<file path="config.mk">
export PLATFORM = sky130hd
export DESIGN_NAME = key_debounce
export DESIGN_NICKNAME = d
export VERILOG_FILES = /design/src/rtl/key_debounce.sv
export SDC_FILE = /design/constraint.sdc
export NUM_CORES = 1
export LEC_CHECK = 0
export CAP_MARGIN = 0
export CORE_ASPECT_RATIO = 2
export CORE_MARGIN = 2
export CORE_UTILIZATION = 43
export CTS_BUF_LIST = sky130_fd_sc_hd__clkbuf_8
export CTS_CLUSTER_DIAMETER = 200
export DETAILED_ROUTE_END_ITERATION = 12
export GPL_ROUTABILITY_DRIVEN = 0
export PLACE_DENSITY = 0.64
export SYNTH_ARGS = -nofsm -noshare
export SYNTH_HDL_FRONTEND = slang
export SYNTH_SLANG_ARGS = --single-unit
</file>
<file path="constraint.sdc">
create_clock -name clkin -period 2.2 [get_ports clkin]
set_input_delay 0.55 -clock clkin [delete_from_list [all_inputs] [get_ports clkin]]
set_output_delay 0.55 -clock clkin [all_outputs]
set_load 0.005 [all_outputs]
</file>
<file path="src/rtl/key_debounce.sv">
// key_debounce: strobe-sampled per-key debouncer with press/release pulses.
// Optional auto-repeat of key_press while held is enabled by defining KEY_AUTOREPEAT_EN.
module key_debounce #(
  parameter int N_KEYS        = 8,
  parameter int STABLE_CNT    = 3,
  parameter int REPEAT_DELAY  = 25,
  parameter int REPEAT_PERIOD = 5
) (
  input  logic              clkin,
  input  logic              rst,
  input  logic              tick,
  input  logic [N_KEYS-1:0] key_in,
  output logic [N_KEYS-1:0] key_level,
  output logic [N_KEYS-1:0] key_press,
  output logic [N_KEYS-1:0] key_release
);
  localparam int CW = $clog2(STABLE_CNT + 1);
  localparam logic [CW-1:0] CMAX = CW'(STABLE_CNT - 1);
  if (STABLE_CNT < 1 || REPEAT_PERIOD < 1 || REPEAT_PERIOD > REPEAT_DELAY) begin : g_bad_params
    $error("key_debounce: illegal parameter combination");
  end
  logic              tick_m, tick_s, tick_d, strobe;
  logic [N_KEYS-1:0] key_m, key_s, acc;
  logic [CW-1:0]     cnt [N_KEYS];
`ifdef KEY_AUTOREPEAT_EN
  localparam int RW = $clog2(REPEAT_DELAY + 1);
  localparam logic [RW-1:0] RMAX = RW'(REPEAT_DELAY - 1);
  localparam logic [RW-1:0] RLOAD = RW'(REPEAT_DELAY - REPEAT_PERIOD);
  logic [RW-1:0] rep [N_KEYS];
`endif
  assign strobe = tick_s & ~tick_d;
  for (genvar k = 0; k < N_KEYS; k++) begin : g_acc
    assign acc[k] = strobe && (key_s[k] != key_level[k]) && (cnt[k] == CMAX);
  end
  always_ff @(posedge clkin or posedge rst) begin
    if (rst) begin
      tick_m      <= 1'b0;
      tick_s      <= 1'b0;
      tick_d      <= 1'b0;
      key_m       <= '0;
      key_s       <= '0;
      key_level   <= '0;
      key_press   <= '0;
      key_release <= '0;
      for (int i = 0; i < N_KEYS; i++) begin
        cnt[i] <= '0;
`ifdef KEY_AUTOREPEAT_EN
        rep[i] <= '0;
`endif
      end
    end else begin
      tick_m      <= tick;
      tick_s      <= tick_m;
      tick_d      <= tick_s;
      key_m       <= key_in;
      key_s       <= key_m;
      key_press   <= '0;
      key_release <= '0;
      for (int i = 0; i < N_KEYS; i++) begin
        if (strobe) begin
          if (key_s[i] == key_level[i]) cnt[i] <= '0;
          else if (acc[i]) begin
            cnt[i]         <= '0;
            key_level[i]   <= key_s[i];
            key_press[i]   <= key_s[i];
            key_release[i] <= ~key_s[i];
          end else cnt[i] <= cnt[i] + 1'b1;
        end
`ifdef KEY_AUTOREPEAT_EN
        // the accepting release strobe must not also emit a repeat
        if (!key_level[i]) rep[i] <= '0;
        else if (strobe && !acc[i]) begin
          if (rep[i] == RMAX) begin
            rep[i]       <= RLOAD;
            key_press[i] <= 1'b1;
          end else rep[i] <= rep[i] + 1'b1;
        end
`endif
      end
    end
  end
endmodule

</file>
==> metrics.txt, run 1 <==
run status finished clean; DR WL/cell 15.3 um; achievable frequency 549 MHz; Max transition margin 56.6%; Critical Path Fanout Max 5; count of endpoints failing setup in the final report 0; mapped cell area 2230 um^2; sum of routed wire length over all layers 3690 um; Die Y 106 um; post-synthesis sequential area ratio 66.2%; Root Buffer Master sky130_fd_sc_hd__clkbuf_8; area inside the core boundary 5090 um^2; simple-gate share of the synthesized area 18.7%; start point of the worst min-delay path key_m[5]$_DFF_PP0_; TritonRoute pass-1 iters 3; Arr. time, crit path 1.27 ns; wire length of the first global-routing pass 6260 um; overall fraction of global-route tracks in use 15.5%; initial standard-cell utilization of the core 43.8%; area of the die 5810 um^2; required time reported for the critical path endpoint 1.65 ns; mean instance size in the synthesized netlist 16.0 um^2; total via count after detailed routing 1304; slowest cell on the critical path sky130_fd_sc_hd__clkdlybuf4s50_1; post_cts resized 0; remaining design rule violation count 0; synthesized-area fraction occupied by xor and xnor cells 3.14%; endpoint of the worst hold-timing path key_s[5]$_DFF_PP0_; end of the worst register-to-register path cnt[14]$_DFFE_PP0P_; Area Overhead vs Synth 25.2%; DRC violation total after the first TritonRoute iteration 14; path type of the worst min-delay path flop to flop; number of buffers and inverters on the critical path 1; grt ovf 0; area share of fa/ha/maj cells after synthesis 0%; CTS tree done; post-synth net total 150; cell types occupying the most area after synthesis sky130_fd_sc_hd__dfrtp_1, sky130_fd_sc_hd__a22o_1, sky130_fd_sc_hd__nor3b_1, sky130_fd_sc_hd__nor4b_2, sky130_fd_sc_hd__nand4bb_1; number of placed instances with taps included 228; pin slew with the least headroom to its limit 0.651 ns; post-CTS setup buffer count 0; clock latency on the worst-skew pair 0.33 ns; ANT nets after route 0; number of global-route vias before repair 1370; RSZ-0062 raised after global routing no; total of warnings raised by yosys 0; pin count of the biggest net entering global routing 47; htree depth 3; Compound-Gate Fraction of Synth Area 6.28%; via density per instance 5.41; cell leakage power 1.20 nW; post-synthesis instance total 139; number of filler instances in the final layout 461; worst hold slack 0.346 ns; number of CTS-inserted buffers 9; crit path launch type flop; Worst Hold Path Cells 0; Critical Path End Type primary output; Clock Path Buffers 2; proportion of layout cells with a drive suffix above 1 14.8%; top cell type's share of synthesized area 66.2%; area of placed instances 2650 um^2; IO Port Bufs 34; Die Wd 54.9 um; count of nets after finishing 192; post-route non-filler standard cell count 241; combinational family with the most area after synthesis simple AND/OR/NAND/NOR gates; pins over their slew limit 0; distinct cell type count of the synthesized netlist 14; setup_tns 0 ns; R2R Setup Slk 0.43 ns; final critical-path required period 1.82 ns; R2R cell count 2; max-cap violation count 0; number of clock sinks seen by CTS 59; power density normalized to cell area 1050 nW/um^2; worst reg2reg path startpoint tick_s$_DFF_PP0_; hpwl dp 2470 um; synthesis-stage register bit count 59; Period Utilization, post-route 82.7%; number of antenna cells inserted 0; mux cell area share after synthesis 4.04%; Top Ports 35; CTS hold repair buffers 0; slowest cell delay on critical path 0.53 ns; Worst-path clk slew 0.06 ns; largest vdd supply drop 644 uV; cells along the critical path clkdlybuf4s50_1; Final Hold Violating Endpoints 0; cell type with the highest aggregate area in the netlist sky130_fd_sc_hd__dfrtp_1; kind of cell with the highest combined delay on the critical path buffers and inverters; overall power of the completed layout 2.93 mW; worst setup path class flop to primary output; worst setup path startpoint key_level[1]$_DFFE_PP0P_; Std-Cell Rows 37; number of antenna violations at the first check in global routing 0; post-route clock skew 0.00487 ns; Final Cell Area 2790 um^2
[worst max path at each step]
stage,to,slack [ns],cells past startpoint
detailed placement,cnt[15]$_DFFE_PP0P_,0.42,2
finish,key_level[1],0.38,1
floorplan,cnt[0]$_DFFE_PP0P_,0.19,1
CTS,key_level[2],0.34,1
global route,cnt[8]$_DFFE_PP0P_,0.30,2
global placement,cnt[14]$_DFFE_PP0P_,0.57,2
[cell usage after synthesis]
master / number
sky130_fd_sc_hd__buf_2: 3
sky130_fd_sc_hd__mux2_2: 5
sky130_fd_sc_hd__xor2_1: 8
sky130_fd_sc_hd__clkbuf_1: 1
sky130_fd_sc_hd__dfrtp_1: 59
sky130_fd_sc_hd__mux2_1: 3
sky130_fd_sc_hd__a22o_1: 16
sky130_fd_sc_hd__nand4bb_1: 8
sky130_fd_sc_hd__inv_1: 1
sky130_fd_sc_hd__nor4bb_1: 8
sky130_fd_sc_hd__nor3b_1: 16
sky130_fd_sc_hd__nor4b_2: 8
sky130_fd_sc_hd__buf_4: 2
sky130_fd_sc_hd__nand2b_1: 1
[through the flow]
step	setup slack, ns	utilization [%]
floorplan	0.194	-
global placement	0.571	51.9
global route	0.297	54.9
finish	0.380	54.9
CTS	0.343	54.9
detailed placement	0.419	51.9
[registers in the layout (all words and copies together), names as in the netlist]
signal       flops
key_release      8
tick_m           1
tick_s           1
key_m            8
key_press        8
cnt             16
key_level        8
tick_d           1
key_s            8
[where the power goes]
part | internal [mW] | switching, mW | total, mW
logic | 0.420 | 0.189 | 0.609
clock network | 0.407 | 0.357 | 0.764
registers | 1.30 | 0.252 | 1.55
total | 2.13 | 0.798 | 2.93
[cells by family after synthesis]
logic type      after synthesis
flops                        59
simple gates                 41
compound gates               16
xor+xnor                      8
mux                           8
buf+inv                       7
[metal layers]
layer / vias to the layer above / global-route usage, % / share of wire (%)
met5: - / 0 / 0
met4: 0 / 11.0 / 3.9
met3: 11 / 5.67 / 4.0
met2: 22 / 23.6 / 53
met1: 667 / 16.9 / 39
li1: 604 / - / -
[final cells by class]
class                   count  area [um^2]  area share [%]
multi-input cells          73          717            25.7
clock inverters             3         11.3           0.403
inverters                   1         3.75           0.134
repair buffers             37          375            13.4
flip-flops and latches     59         1480            52.8
clock buffers              10          138            4.93
well taps                  58         72.6            2.60
[cell usage in the layout, fill, tap and decap left out]
cell type	netlist	layout
sky130_fd_sc_hd__a22o_1	16	16
sky130_fd_sc_hd__buf_12	0	1
sky130_fd_sc_hd__buf_4	2	2
sky130_fd_sc_hd__clkbuf_8	0	10
sky130_fd_sc_hd__clkdlybuf4s50_1	0	34
sky130_fd_sc_hd__dfrtp_1	59	59
sky130_fd_sc_hd__inv_1	1	3
sky130_fd_sc_hd__inv_2	0	1
sky130_fd_sc_hd__mux2_1	3	3
sky130_fd_sc_hd__mux2_2	5	5
sky130_fd_sc_hd__nand2b_1	1	1
sky130_fd_sc_hd__nand4bb_1	8	8
sky130_fd_sc_hd__nor3b_1	16	16
sky130_fd_sc_hd__nor4b_2	8	8
sky130_fd_sc_hd__nor4bb_1	8	8
sky130_fd_sc_hd__xor2_1	8	8
Power figures use the tool's default switching activity.
==> inputs of run 2 (changes only) <==
Settings changed: PLACE_DENSITY 0.64 to 0.67.
Clock period 2.2 ns to 1.46 ns, I/O delays scaled along.
==> run 2 against run 1 <==
Final area increased by 4.2%. Sequential cell count unchanged. Non-clock buffer count increased by 13. Total power increased by 63%. Final cell count increased by 6.6%. Combinational power increased by 82%. Clock power increased by 85%. Clock-buffer cell count unchanged. Routed wire length increased by 5.7%. Critical path depth unchanged. Critical path type unchanged.
==> metrics.txt, run 2 (same netlist as run 1, synthesis figures left out) <==
run status finished clean; number of antenna cells inserted 0 (unchanged); Seq pwr share 47.2% (-5.9 points); remaining design rule violation count 0 (unchanged); Net Sw Frac 27.2% (-0.063 points); most common cell after layout, fill and taps aside sky130_fd_sc_hd__dfrtp_1; slowest cell on the critical path sky130_fd_sc_hd__dfrtp_1; Arr. time, crit path 0.99 ns (-0.28 ns); CTS hold repair buffers 0 (unchanged); number of global-route vias before repair 1435 (+4.7%); slowest cell delay on critical path 0.39 ns (-0.14 ns); proportion of layout cells with a drive suffix above 1 23.6% (+8.9 points); grt ovf 0 (unchanged); CTS tree done; total via count after detailed routing 1375 (+5.4%); pin count of the biggest net entering global routing 42 (-11%); leading cell types in the layout, fill and taps excluded sky130_fd_sc_hd__dfrtp_1, sky130_fd_sc_hd__dlygate4sd2_1, sky130_fd_sc_hd__a22o_1, sky130_fd_sc_hd__nor3b_1, sky130_fd_sc_hd__buf_4; cell leakage power 1.38 nW (+15%); number of filler instances in the final layout 475 (+3.0%); worst setup path class flop to primary output; number of antenna violations at the first check in global routing 0 (unchanged); htree depth 3 (unchanged); net switching component of the power 1.30 mW (+63%); TritonRoute pass-1 iters 4 (+1); ANT nets after route 0 (unchanged); count of endpoints failing setup in the final report 0 (unchanged); sum of routed wire length over all layers 3900 um (+5.7%); number of clock sinks seen by CTS 59 (unchanged); kind of cell with the highest combined delay on the critical path flip-flops; required time reported for the critical path endpoint 1.10 ns (-0.55 ns); logic gate share of total power 23.2% (+2.4 points); Std-Cell Rows 37 (unchanged); Reg with most FFs cnt; Area Overhead vs Synth 30.5%; Root Buffer Master sky130_fd_sc_hd__clkbuf_8; count of cell instances traversed by the critical path 1 (unchanged); wire length of the first global-routing pass 6640 um (+6.2%); hpwl dp 2610 um (+5.8%); R2R cell count 3 (+1); IO Port Bufs 34 (unchanged); Worst Hold Path Cells 0 (unchanged); overall fraction of global-route tracks in use 16.2% (+0.72 points); overall power of the completed layout 4.78 mW (+63%); Critical Path Fanout Max 2 (-3); pins over their slew limit 0 (unchanged); Die Wd 54.9 um (unchanged); post-route clock skew 0.00489 ns (+0.0000262 ns); Critical Path End Type primary output; Worst-path clk slew 0.06 ns (about the same); Final Hold Violating Endpoints 0 (unchanged); final critical-path required period 1.35 ns; number of buffers and inverters on the critical path 1 (unchanged); count of nets after finishing 205 (+6.8%); setup_tns 0 ns (unchanged); Period Utilization, post-route 92.6%; pin slew with the least headroom to its limit 0.344 ns (-0.307 ns); crit path launch type flop; relative contribution of the clock network to total power 29.6% (+3.5 points); Die Y 106 um (unchanged); achievable frequency 739 MHz; via density per instance 5.35 (-1.1%); max-cap violation count 0 (unchanged); flip-flop count of the largest register, all copies and words added 16 (unchanged); clock latency on the worst-skew pair 0.32 ns (about the same); power density normalized to cell area 1640 nW/um^2 (+57%); initial standard-cell utilization of the core 43.8% (unchanged); DRC violation total after the first TritonRoute iteration 21 (+7); area of the die 5810 um^2 (unchanged); path type of the worst min-delay path flop to flop; DR WL/cell 15.2 um (-0.87%); number of CTS-inserted buffers 9 (unchanged); cells along the critical path dlygate4sd2_1; RSZ-0062 raised after global routing no; R2R Setup Slk 0.12 ns (-0.31 ns); area inside the core boundary 5090 um^2 (unchanged); Internal Dissipation 3.48 mW (+63%); Max transition margin 77.1% (+20 points); Top Ports 35 (unchanged); Clock Path Buffers 2 (unchanged); largest vdd supply drop 1050 uV (+63%)
[run 2: cell types whose count changed in the layout (fill, tap and decap cells not counted)]
cell	delta
sky130_fd_sc_hd__dlygate4sd2_1	+24
sky130_fd_sc_hd__inv_1	-3
sky130_fd_sc_hd__clkinvlp_4	+1
sky130_fd_sc_hd__nand2b_2	+1
sky130_fd_sc_hd__clkdlybuf4s50_1	-24
sky130_fd_sc_hd__bufinv_16	+1
sky130_fd_sc_hd__nand2b_1	-1
sky130_fd_sc_hd__buf_4	+13
sky130_fd_sc_hd__inv_2	-1
sky130_fd_sc_hd__clkinv_2	+5
[run 2: layer usage]
layer,part of all wire (%),global-route usage [%],vias to the layer above
met3,3.6,4.82,7
li1,-,-,633
met2,56,24.5,31
met4,2.3,11.0,0
met1,39,18.9,704
met5,0,0,-
[run 2: power by group through the flow]
| stage | combinational [mW] | sequential [mW] | clock (mW) |
|---|---|---|---|
| 3_5_place_dp | 0.949 | 2.36 | 0 |
| 3_3_place_gp | 0.908 | 2.31 | 0 |
| 4_1_cts | 1.12 | 2.26 | 1.46 |
| 2_1_floorplan | 0.584 | 2.29 | 0 |
| 5_1_grt | 1.22 | 2.31 | 1.54 |
| 6_report | 1.11 | 2.26 | 1.41 |
[run 2: per-stage QoR]
stage	util, %	hold WS [ns]	area, um^2	setup WS (ns)	cells
after floorplan	-	0.331	2230	0.231	139
after global placement	52.6	0.333	2680	0.150	232
after detailed placement	52.6	0.340	2680	0.0645	232
after CTS	57.1	0.355	2910	0.0441	257
after global routing	57.2	0.357	2910	0.0334	257
final	57.2	0.352	2910	0.107	257
[run 2: what timing repair did]
| action | in CTS | in global routing |
|---|---|---|
| endpoints found under the setup margin | 24 | 11 |
| setup buffers | 9 | 0 |
| resized for setup | 24 | 1 |
[run 2: final timing paths]
path,startpoint,endpoint
min in group asynchronous,rst,tick_d$_DFF_PP0_
min reg2reg,key_m[0]$_DFF_PP0_,key_s[0]$_DFF_PP0_
min,key_m[0]$_DFF_PP0_,key_s[0]$_DFF_PP0_
max in group asynchronous,rst,cnt[2]$_DFFE_PP0P_
max reg2reg,tick_d$_DFF_PP0_,key_level[2]$_DFFE_PP0P_
max,key_level[2]$_DFFE_PP0P_,key_level[2]
[run 2: layout make-up]
class | count | area [um^2] | area share [%]
Clock inverter | 6 | 55.1 | 1.89
Timing Repair Buffer | 50 | 443 | 15.2
Inverter | 1 | 7.51 | 0.258
Tap cell | 58 | 72.6 | 2.49
Clock buffer | 10 | 138 | 4.73
Sequential cell | 59 | 1480 | 50.7
Multi-Input combinational cell | 73 | 719 | 24.7
==> inputs of run 3 (changes only) <==
Settings changed: CTS_CLUSTER_DIAMETER 200 to default.
==> results of run 3 <==
Final layout, timing and power as in run 2 (identical DEF).
